### src/rtl/param_counter.sv
// param_counter: parametrised up/down counter with programmable modulo limit,
// wrap or saturate boundary handling, prescaled count enable, a one-cycle
// terminal-count pulse and a sticky overflow flag.
//
// Parameters:
//   WIDTH    counter/load/limit width (>=2)
//   PRESCALE enabled cycles per count step (>=1)
//   SATURATE 0 = wrap at the boundary, 1 = hold at the boundary
//
// Ports:
//   clk      rising-edge clock
//   clear    synchronous active-high reset (highest priority)
//   en       count enable, feeds the prescaler
//   load     synchronous load of min(d, limit)
//   d        load value
//   up_down  1 = up, 0 = down; sampled on the step cycle
//   limit    top of the count range 0..limit
//   qd       current count (registered)
//   tc       terminal-count pulse, one cycle after a boundary step
//   ovf      sticky boundary flag, cleared by clear or load
module param_counter #(
  parameter int WIDTH    = 8,
  parameter int PRESCALE = 1,
  parameter int SATURATE = 0
) (
  input  logic             clk,
  input  logic             clear,
  input  logic             en,
  input  logic             load,
  input  logic [WIDTH-1:0] d,
  input  logic             up_down,
  input  logic [WIDTH-1:0] limit,
  output logic [WIDTH-1:0] qd,
  output logic             tc,
  output logic             ovf
);

  localparam int PCW = (PRESCALE > 1) ? $clog2(PRESCALE) : 1;
  localparam logic [PCW-1:0] PC_LAST = PCW'(PRESCALE - 1);

  logic [WIDTH-1:0] cnt_q, cnt_d;
  logic [PCW-1:0]   pc_q,  pc_d;
  logic             tc_q,  tc_d;
  logic             ovf_q, ovf_d;
  logic             step;

  // A step fires on the last enabled cycle of each prescale period.
  assign step = !load && en && (pc_q == PC_LAST);

  always_comb begin
    cnt_d = cnt_q;
    pc_d  = pc_q;
    tc_d  = 1'b0;
    ovf_d = ovf_q;
    if (load) begin
      cnt_d = (d > limit) ? limit : d;
      pc_d  = '0;
      ovf_d = 1'b0;
    end else if (en) begin
      pc_d = step ? '0 : pc_q + PCW'(1);
    end

    if (step) begin
      if (up_down) begin
        if (cnt_q < limit) begin
          cnt_d = cnt_q + WIDTH'(1);
        end else begin
          // At or above limit counts as hitting the boundary.
          cnt_d = (SATURATE != 0) ? limit : '0;
          tc_d  = 1'b1;
          ovf_d = 1'b1;
        end
      end else begin
        if (cnt_q > limit) begin
          // Limit was lowered under the count: snap down, not a boundary.
          cnt_d = limit;
        end else if (cnt_q != '0) begin
          cnt_d = cnt_q - WIDTH'(1);
        end else begin
          cnt_d = (SATURATE != 0) ? '0 : limit;
          tc_d  = 1'b1;
          ovf_d = 1'b1;
        end
      end
    end
  end

  always_ff @(posedge clk) begin
    if (clear) begin
      cnt_q <= '0;
      pc_q  <= '0;
      tc_q  <= 1'b0;
      ovf_q <= 1'b0;
    end else begin
      cnt_q <= cnt_d;
      pc_q  <= pc_d;
      tc_q  <= tc_d;
      ovf_q <= ovf_d;
    end
  end

  assign qd  = cnt_q;
  assign tc  = tc_q;
  assign ovf = ovf_q;

endmodule

### config.mk
export PLATFORM = sky130hd
export DESIGN_NAME = param_counter
export DESIGN_NICKNAME = d
export VERILOG_FILES = /design/src/rtl/param_counter.sv
export SDC_FILE = /design/constraint.sdc
export NUM_CORES = 1
export LEC_CHECK = 0
export CAP_MARGIN = 20
export CORE_MARGIN = 2
export CORE_UTILIZATION = 37
export DETAILED_ROUTE_END_ITERATION = 12
export PLACE_DENSITY = 0.7
export SLEW_MARGIN = 25
export SYNTH_ARGS = -nofsm -noshare
export SYNTH_HDL_FRONTEND = slang
export SYNTH_SLANG_ARGS = --single-unit
### constraint.sdc
create_clock -name clk -period 2.9 [get_ports clk]
set_clock_uncertainty 0.15 [all_clocks]
set_input_delay 0.58 -clock clk [delete_from_list [all_inputs] [get_ports clk]]
set_output_delay 0.58 -clock clk [all_outputs]
set_load 0.01 [all_outputs]
==> out/qor.yml, run 1 <==
sta:
  fmax_ghz: 0.352
  worstMarginPinSlew_ns: 0.431
  period_minus_slack_ns: 2.84
  timing.final.crit_share: 0.979
  hold_violations: 0
  fin_hold_ws_ns: 0.311
  rsz0062_at_grt: "yes"
  tns_ns: 0
  slew_headroom: 0.710
  finalSetupViolations: 0
  drv_slew: 0
setup_path:
  crit_path_end_kind: "flop"
  rr_endpoint: "qd[4]"
  reg2reg_from: "qd[0]"
  path_cells: "clkdlybuf4s50_1, inv_1, ha_1, nor2b_1, o211ai_1, a21oi_2, buf_4, nor3_1, and3b_1, a21oi_2, o211ai_1"
  worstPathArrival_ns: 2.85
  reg2reg_slack_ns: 0.48
  crit_cells: 11
  crit_start: "limit[1]"
  critical-path-slowest-cell: "clkdlybuf4s50_1"
  crit_family: "simple AND/OR/NAND/NOR gates"
  crit_path_max_fanout: 3
  crit_path_end: "qd[2]"
  cp-start-kind: "input port"
  critPathKind: "input port to flop"
  critPathRequiredTime_ns: 2.91
  max_stage_delay_ns: 0.49
  rr_worst_depth: 10
  critical_path_buf_inv_count: 3
clocking:
  cts_tree: "done"
  hold_buffers: 0
  cts.clk_slew.worst_paths_ns: 0.05
  cts_root_buffer: "clkbuf_8"
  htreeDepth: 1
  insertion_delay_ns: 0.24
  numCtsBuffers: 3
  cts_buffer_depth: 2
  cts_sinks: 11
floorplanning:
  die_x_um: 65.4
  fp-row-count: 22
  die_h_um: 65.4
  initial_core_util: 0.384
  die_area_um2: 4280
  ioPinCount: 31
  core_area_um2: 3630
grt:
  use_met2: 0.342
  grt_pass1_vias: 1469
  grtUsageTotal: 0.202
  met1_usage: 0.255
  grt_max_degree: 13
  busiest_layer: "met2"
  grt_first_pass_wirelength_mm: 6.68
  globalRoute.totalOverflow: 0
  antenna_found_initial: 0
  grt.met3_usage: 0.0479
yosys:
  syn_area_per_cell_um2: 8.11
  yosysWarningCount: 0
  synth_edf_count: 0
  ys_async_sr_fraction: 0
  netlist_area_um2: 1400
  ys.flop_type: "dfxtp_1"
  synth_seq_area_share: 0.158
  netlist_instances: 172
  synth_cell_types: 49
  syn_nets: 212
  ys_ff_latch: 11
pwr:
  vdd_drop_max_mv: 0.364
  p_clk_frac: 0.206
  comb_power_share: 0.535
  p_leak_nw: 0.914
  internal_power_mw: 0.483
  switching_share: 0.367
  p_total_mw: 0.763
  p_per_area_nw_per_um2: 382
  switchingPower_mw: 0.280
  pwr-share-seq: 0.258
final_layout:
  fin_cells: 274
  drive_gt1_frac: 0.195
  area_growth_pct: 43.1
  n_antenna_cell: 0
  nets: 267
  final_area_um2: 2000
min_path:
  holdCritPathClass: "flop to flop"
  min-delay-start: "ovf"
routing:
  post_drt_wl_per_cell_um: 15.3
  drt_iter0_markers: 59
  post_drt_via_cell_ratio: 5.51
  first_pass_iters: 4
  ant_nets: 0
  finalWirelength_mm: 4.20
  vias: 1510
  drc: 0
placement:
  dpl_cell_area_um2: 1910
  place_congestion: 0.873
  place_hpwl_mm: 3.30
  port-buffer-count: 30
  dp_cells: 270
job:
  cap_violations: 0
outcome:
  status: "complete, no violations"
==> flip-flops by register name, summed over array words and instances, names as in the netlist <==
name	count
ovf	1
pc_q	1
qd	8
tc	1
==> per-layer routing <==
metal | wire (µm) | vias to the layer above | part of all wire
li1 | - | 759 | -
met1 | 1850 | 690 | 0.44
met2 | 2020 | 51 | 0.48
met3 | 236 | 10 | 0.056
met4 | 92 | 0 | 0.022
met5 | 0 | - | 0
==> power by group through the flow <==
stage	clock network [mW]	logic [mW]	registers (mW)
floorplan	0	0.243	0.198
global placement	0	0.386	0.200
detailed placement	0	0.390	0.200
CTS	0.161	0.396	0.197
global route	0.168	0.446	0.200
finish	0.157	0.408	0.197
==> area by class of cell <==
| class | instances | area [µm²] |
|---|---|---|
| multi-input cells | 140 | 1120 |
| repair buffers | 57 | 503 |
| well taps | 48 | 60.1 |
| fillers | 355 | 1640 |
| flip-flops and latches | 11 | 220 |
| clock buffers | 4 | 45.0 |
| inverters | 14 | 52.6 |
==> cell usage in the layout (no fill, tap or decap), types with 3 or more instances in the layout <==
cell type        instances
a21o_1                   3
a21oi_1                  8
a21oi_2                  3
a31oi_1                  5
and3_1                   5
buf_4                   27
clkbuf_8                 3
clkdlybuf4s50_1         30
dfxtp_1                 11
ha_1                    19
inv_1                   14
mux2i_1                  4
nand2_1                  4
nand2b_1                 5
nand3_1                  5
nand4_1                  4
nor2_1                   9
nor2b_1                  3
nor3_1                   8
o21ai_0                  5
o31a_1                   3
xnor2_1                  4
xor2_1                   6
==> kinds of logic (layout without fill, tap and decap cells) <==
logic type	after synthesis	after routing	synth area share
AOI/OAI and AO/OA	50	50	0.252
DFF	11	11	0.158
buffers and inverters	21	75	0.0691
adders and majority gates	19	19	0.170
and+or+nand+nor	55	55	0.238
xor gates and xnor gates	10	10	0.0628
muxes	6	6	0.0502
==> synth_stat cells, drive strengths merged (3+ instances only) <==
cell type | number | area, µm²
a21o | 3 | 22.5
a21oi | 11 | 55.1
a31oi | 5 | 31.3
and3 | 5 | 31.3
buf | 4 | 32.5
clkbuf | 3 | 11.3
dfxtp | 11 | 220
ha | 19 | 238
inv | 14 | 52.6
mux2i | 4 | 40.0
nand2 | 4 | 15.0
nand2b | 5 | 31.3
nand3 | 5 | 25.0
nand4 | 4 | 25.0
nor2 | 9 | 33.8
nor2b | 4 | 27.5
nor3 | 8 | 40.0
o211ai | 3 | 27.5
o21ai | 6 | 30.0
o22ai | 3 | 25.0
o31a | 3 | 26.3
xnor2 | 4 | 35.0
xor2 | 6 | 52.6
==> what timing repair did <==
item                       4_1_cts  5_1_grt
setup endpoints to repair        1        7
buffers inserted                 0        0
pin swaps                        0        1
gates resized for setup          2        6
==> worst min-delay path by stage <==
stage          slack (ns)  cells past startpoint  endpoint
3_3_place_gp         0.29                      1       ovf
2_1_floorplan        0.30                      1      pc_q
3_5_place_dp         0.29                      1       ovf
4_1_cts              0.31                      1       ovf
5_1_grt              0.32                      1       ovf
6_report             0.31                      1       ovf
==> per-stage QoR <==
stage	setup slack, ns	util
2_1_floorplan	0.424	-
3_3_place_gp	-0.213	0.527
3_5_place_dp	-0.231	0.527
4_1_cts	0.0350	0.542
5_1_grt	-0.0799	0.550
6_report	0.0606	0.550
No activity file was read; power rests on OpenSTA's default activity.
==> run 2: changes to the inputs <==
--- a/config.mk
+++ b/config.mk
@@ -9,7 +9,8 @@
 export CORE_MARGIN = 2
 export CORE_UTILIZATION = 37
 export DETAILED_ROUTE_END_ITERATION = 12
-export PLACE_DENSITY = 0.7
+export MAX_ROUTING_LAYER = met4
+export PLACE_DENSITY_LB_ADDON = 0.2
 export SLEW_MARGIN = 25
 export SYNTH_ARGS = -nofsm -noshare
 export SYNTH_HDL_FRONTEND = slang
==> out/qor.yml, run 2 (synthesis results as in run 1) <==
final_layout:
  final_area_um2: 2000  # about the same
  fill_cells: 340  # -4.2%
  largest_reg_flops: 8  # unchanged
  nets: 268  # +0.37%
  final_cell_mix: "30 x clkdlybuf4s50_1, 28 x buf_4, 19 x ha_1"
  utilization: 0.550  # about the same
  drive_gt1_frac: 0.198  # +0.00355
  final_common_cell: "clkdlybuf4s50_1"
  n_antenna_cell: 0  # unchanged
  area_growth_pct: 43.2  # about the same
routing:
  first_pass_iters: 4  # unchanged
  post_drt_wl_per_cell_um: 15.2  # -0.48%
  top_layer: "met4"
  dr_wl_met3_um: 234  # -0.85%
  wirelength_met1_mm: 1.83  # -0.92%
  drt_iter0_markers: 77  # +31%
  vias: 1505  # -0.33%
  drc: 0  # unchanged
  ant_nets: 0  # unchanged
  routed-wl-met2_mm: 2.09  # +3.4%
  finalWirelength_mm: 4.19  # -0.12%
  post_drt_via_cell_ratio: 5.47  # -0.69%
sta:
  timing.final.crit_share: 0.964  # -0.0147
  hold_violations: 0  # unchanged
  slew_headroom: 0.739  # +0.0288
  worstMarginPinSlew_ns: 0.391  # -0.0403 ns
  period_minus_slack_ns: 2.80  # -0.0425 ns
  finalSetupViolations: 0  # unchanged
  fmax_ghz: 0.358  # +1.5%
  tns_ns: 0  # unchanged
  drv_slew: 0  # unchanged
clocking:
  htreeDepth: 1  # unchanged
  numCtsBuffers: 3  # unchanged
  hold_buffers: 0  # unchanged
  cts_tree: "done"
  cts.clk_slew.worst_paths_ns: 0.06  # about the same
  cts_sinks: 11  # unchanged
  cts_buffer_depth: 2  # unchanged
  cts_root_buffer: "clkbuf_8"
  insertion_delay_ns: 0.25  # about the same
grt:
  antenna_found_initial: 0  # unchanged
  grt_pass1_vias: 1485  # +1.1%
  globalRoute.totalOverflow: 0  # unchanged
  grt_max_degree: 13  # unchanged
  grtUsageTotal: 0.211  # +0.00880
  grt_first_pass_wirelength_mm: 6.83  # +2.3%
placement:
  port-buffer-count: 30  # unchanged
  dpl_cell_area_um2: 1920  # +0.39%
  place_hpwl_mm: 3.36  # +1.9%
  place_congestion: 0.905  # +3.6%
pwr:
  p_per_area_nw_per_um2: 388  # +1.7%
  p_clk_frac: 0.216  # +0.010
  p_total_mw: 0.776  # +1.8%
  switchingPower_mw: 0.291  # +3.9%
  switching_share: 0.375  # +0.00791
  p_leak_nw: 0.913  # -0.15%
  internal_power_mw: 0.485  # +0.48%
  pwr-share-seq: 0.257  # about the same
  comb_power_share: 0.526  # -0.009
  vdd_drop_max_mv: 0.364  # +0.16%
min_path:
  min-delay-start: "ovf"
  holdCritPathClass: "flop to flop"
setup_path:
  crit_path_end_kind: "flop"
  max_stage_delay_ns: 0.48  # about the same
  reg2reg_slack_ns: 0.51  # +0.03 ns
  critPathKind: "input port to flop"
  reg2reg_from: "qd[0]"
  worstPathArrival_ns: 2.82  # -0.03 ns
  crit_start: "limit[3]"
  critical-path-slowest-cell: "clkdlybuf4s50_1"
  path_cells: "clkdlybuf4s50_1, inv_1, buf_4, ha_1, a21oi_1, a21oi_2, buf_4, or2_4, o32ai_2, a21oi_1, o211ai_1"
  critPathRequiredTime_ns: 2.92  # about the same
  cp-start-kind: "input port"
  crit_path_max_fanout: 8  # +5
floorplanning:
  ioPinCount: 31  # unchanged
  initial_core_util: 0.384  # unchanged
  die_h_um: 65.4  # unchanged
  die_x_um: 65.4  # unchanged
  die_area_um2: 4280  # unchanged
  fp-row-count: 22  # unchanged
  core_area_um2: 3630  # unchanged
job:
  cap_violations: 0  # unchanged
outcome:
  status: "complete, no violations"
==> run 2: power by group through the flow <==
stage          logic (mW)  registers, mW  clock network [mW]
3_3_place_gp        0.393          0.203                   0
3_5_place_dp        0.396          0.203                   0
6_report            0.408          0.200               0.168
4_1_cts             0.401          0.200               0.168
5_1_grt             0.447          0.203               0.173
2_1_floorplan       0.243          0.198                   0
==> run 2: what timing repair did <==
| item | 4_1_cts | 5_1_grt |
|---|---|---|
| setup buffers | 0 | 0 |
| endpoints found under the setup margin | 1 | 5 |
| resized for setup | 1 | 5 |
==> run 2: cell type report <==
type / count / area, µm² / share of cell area
tap: 48 / 60.1 / 0.0301
clock buffer: 3 / 41.3 / 0.0207
inverter: 14 / 52.6 / 0.0263
multi-input combinational: 140 / 1110 / 0.555
clock inverter: 1 / 5.00 / 0.00250
timing repair buffer: 58 / 510 / 0.255
sequential: 11 / 220 / 0.110
==> run 2: final timing paths <==
kind         endpoint  cells after the start
max reg2reg     qd[4]                     10
max             qd[2]                     11
min reg2reg       ovf                      1
min               ovf                      1
==> run 2: worst max-delay path, delay by kind of cell <==
family / cells / cell delay (ns)
buf+inv: 4 / 0.84
compound gates: 5 / 0.78
fa+ha+maj: 1 / 0.32
simple gates: 1 / 0.29
==> run 2: per-stage QoR <==
| stage | hold WS (ns) | setup WS (ns) | instances |
|---|---|---|---|
| global route | 0.325 | -0.0302 | 275 |
| CTS | 0.311 | 0.0341 | 275 |
| global placement | 0.289 | -0.211 | 271 |
| finish | 0.307 | 0.103 | 275 |
| floorplan | 0.304 | 0.424 | 172 |
| detailed placement | 0.292 | -0.258 | 271 |
==> run 2: layer usage <==
metal	vias up	track usage
li1	760	-
met4	0	0.0417
met2	47	0.372
met3	5	0.0497
met5	-	-
met1	693	0.246
==> run 3: changes to the inputs <==
--- a/config.mk
+++ b/config.mk
@@ -8,7 +8,9 @@
 export CAP_MARGIN = 20
 export CORE_MARGIN = 2
 export CORE_UTILIZATION = 37
+export CTS_BUF_LIST = sky130_fd_sc_hd__clkbuf_8
 export DETAILED_ROUTE_END_ITERATION = 12
+export GPL_ROUTABILITY_DRIVEN = 1
 export MAX_ROUTING_LAYER = met4
 export PLACE_DENSITY_LB_ADDON = 0.2
 export SLEW_MARGIN = 25
==> results of run 3 <==
No change in the layout: final DEF, timing and power equal those of run 2.
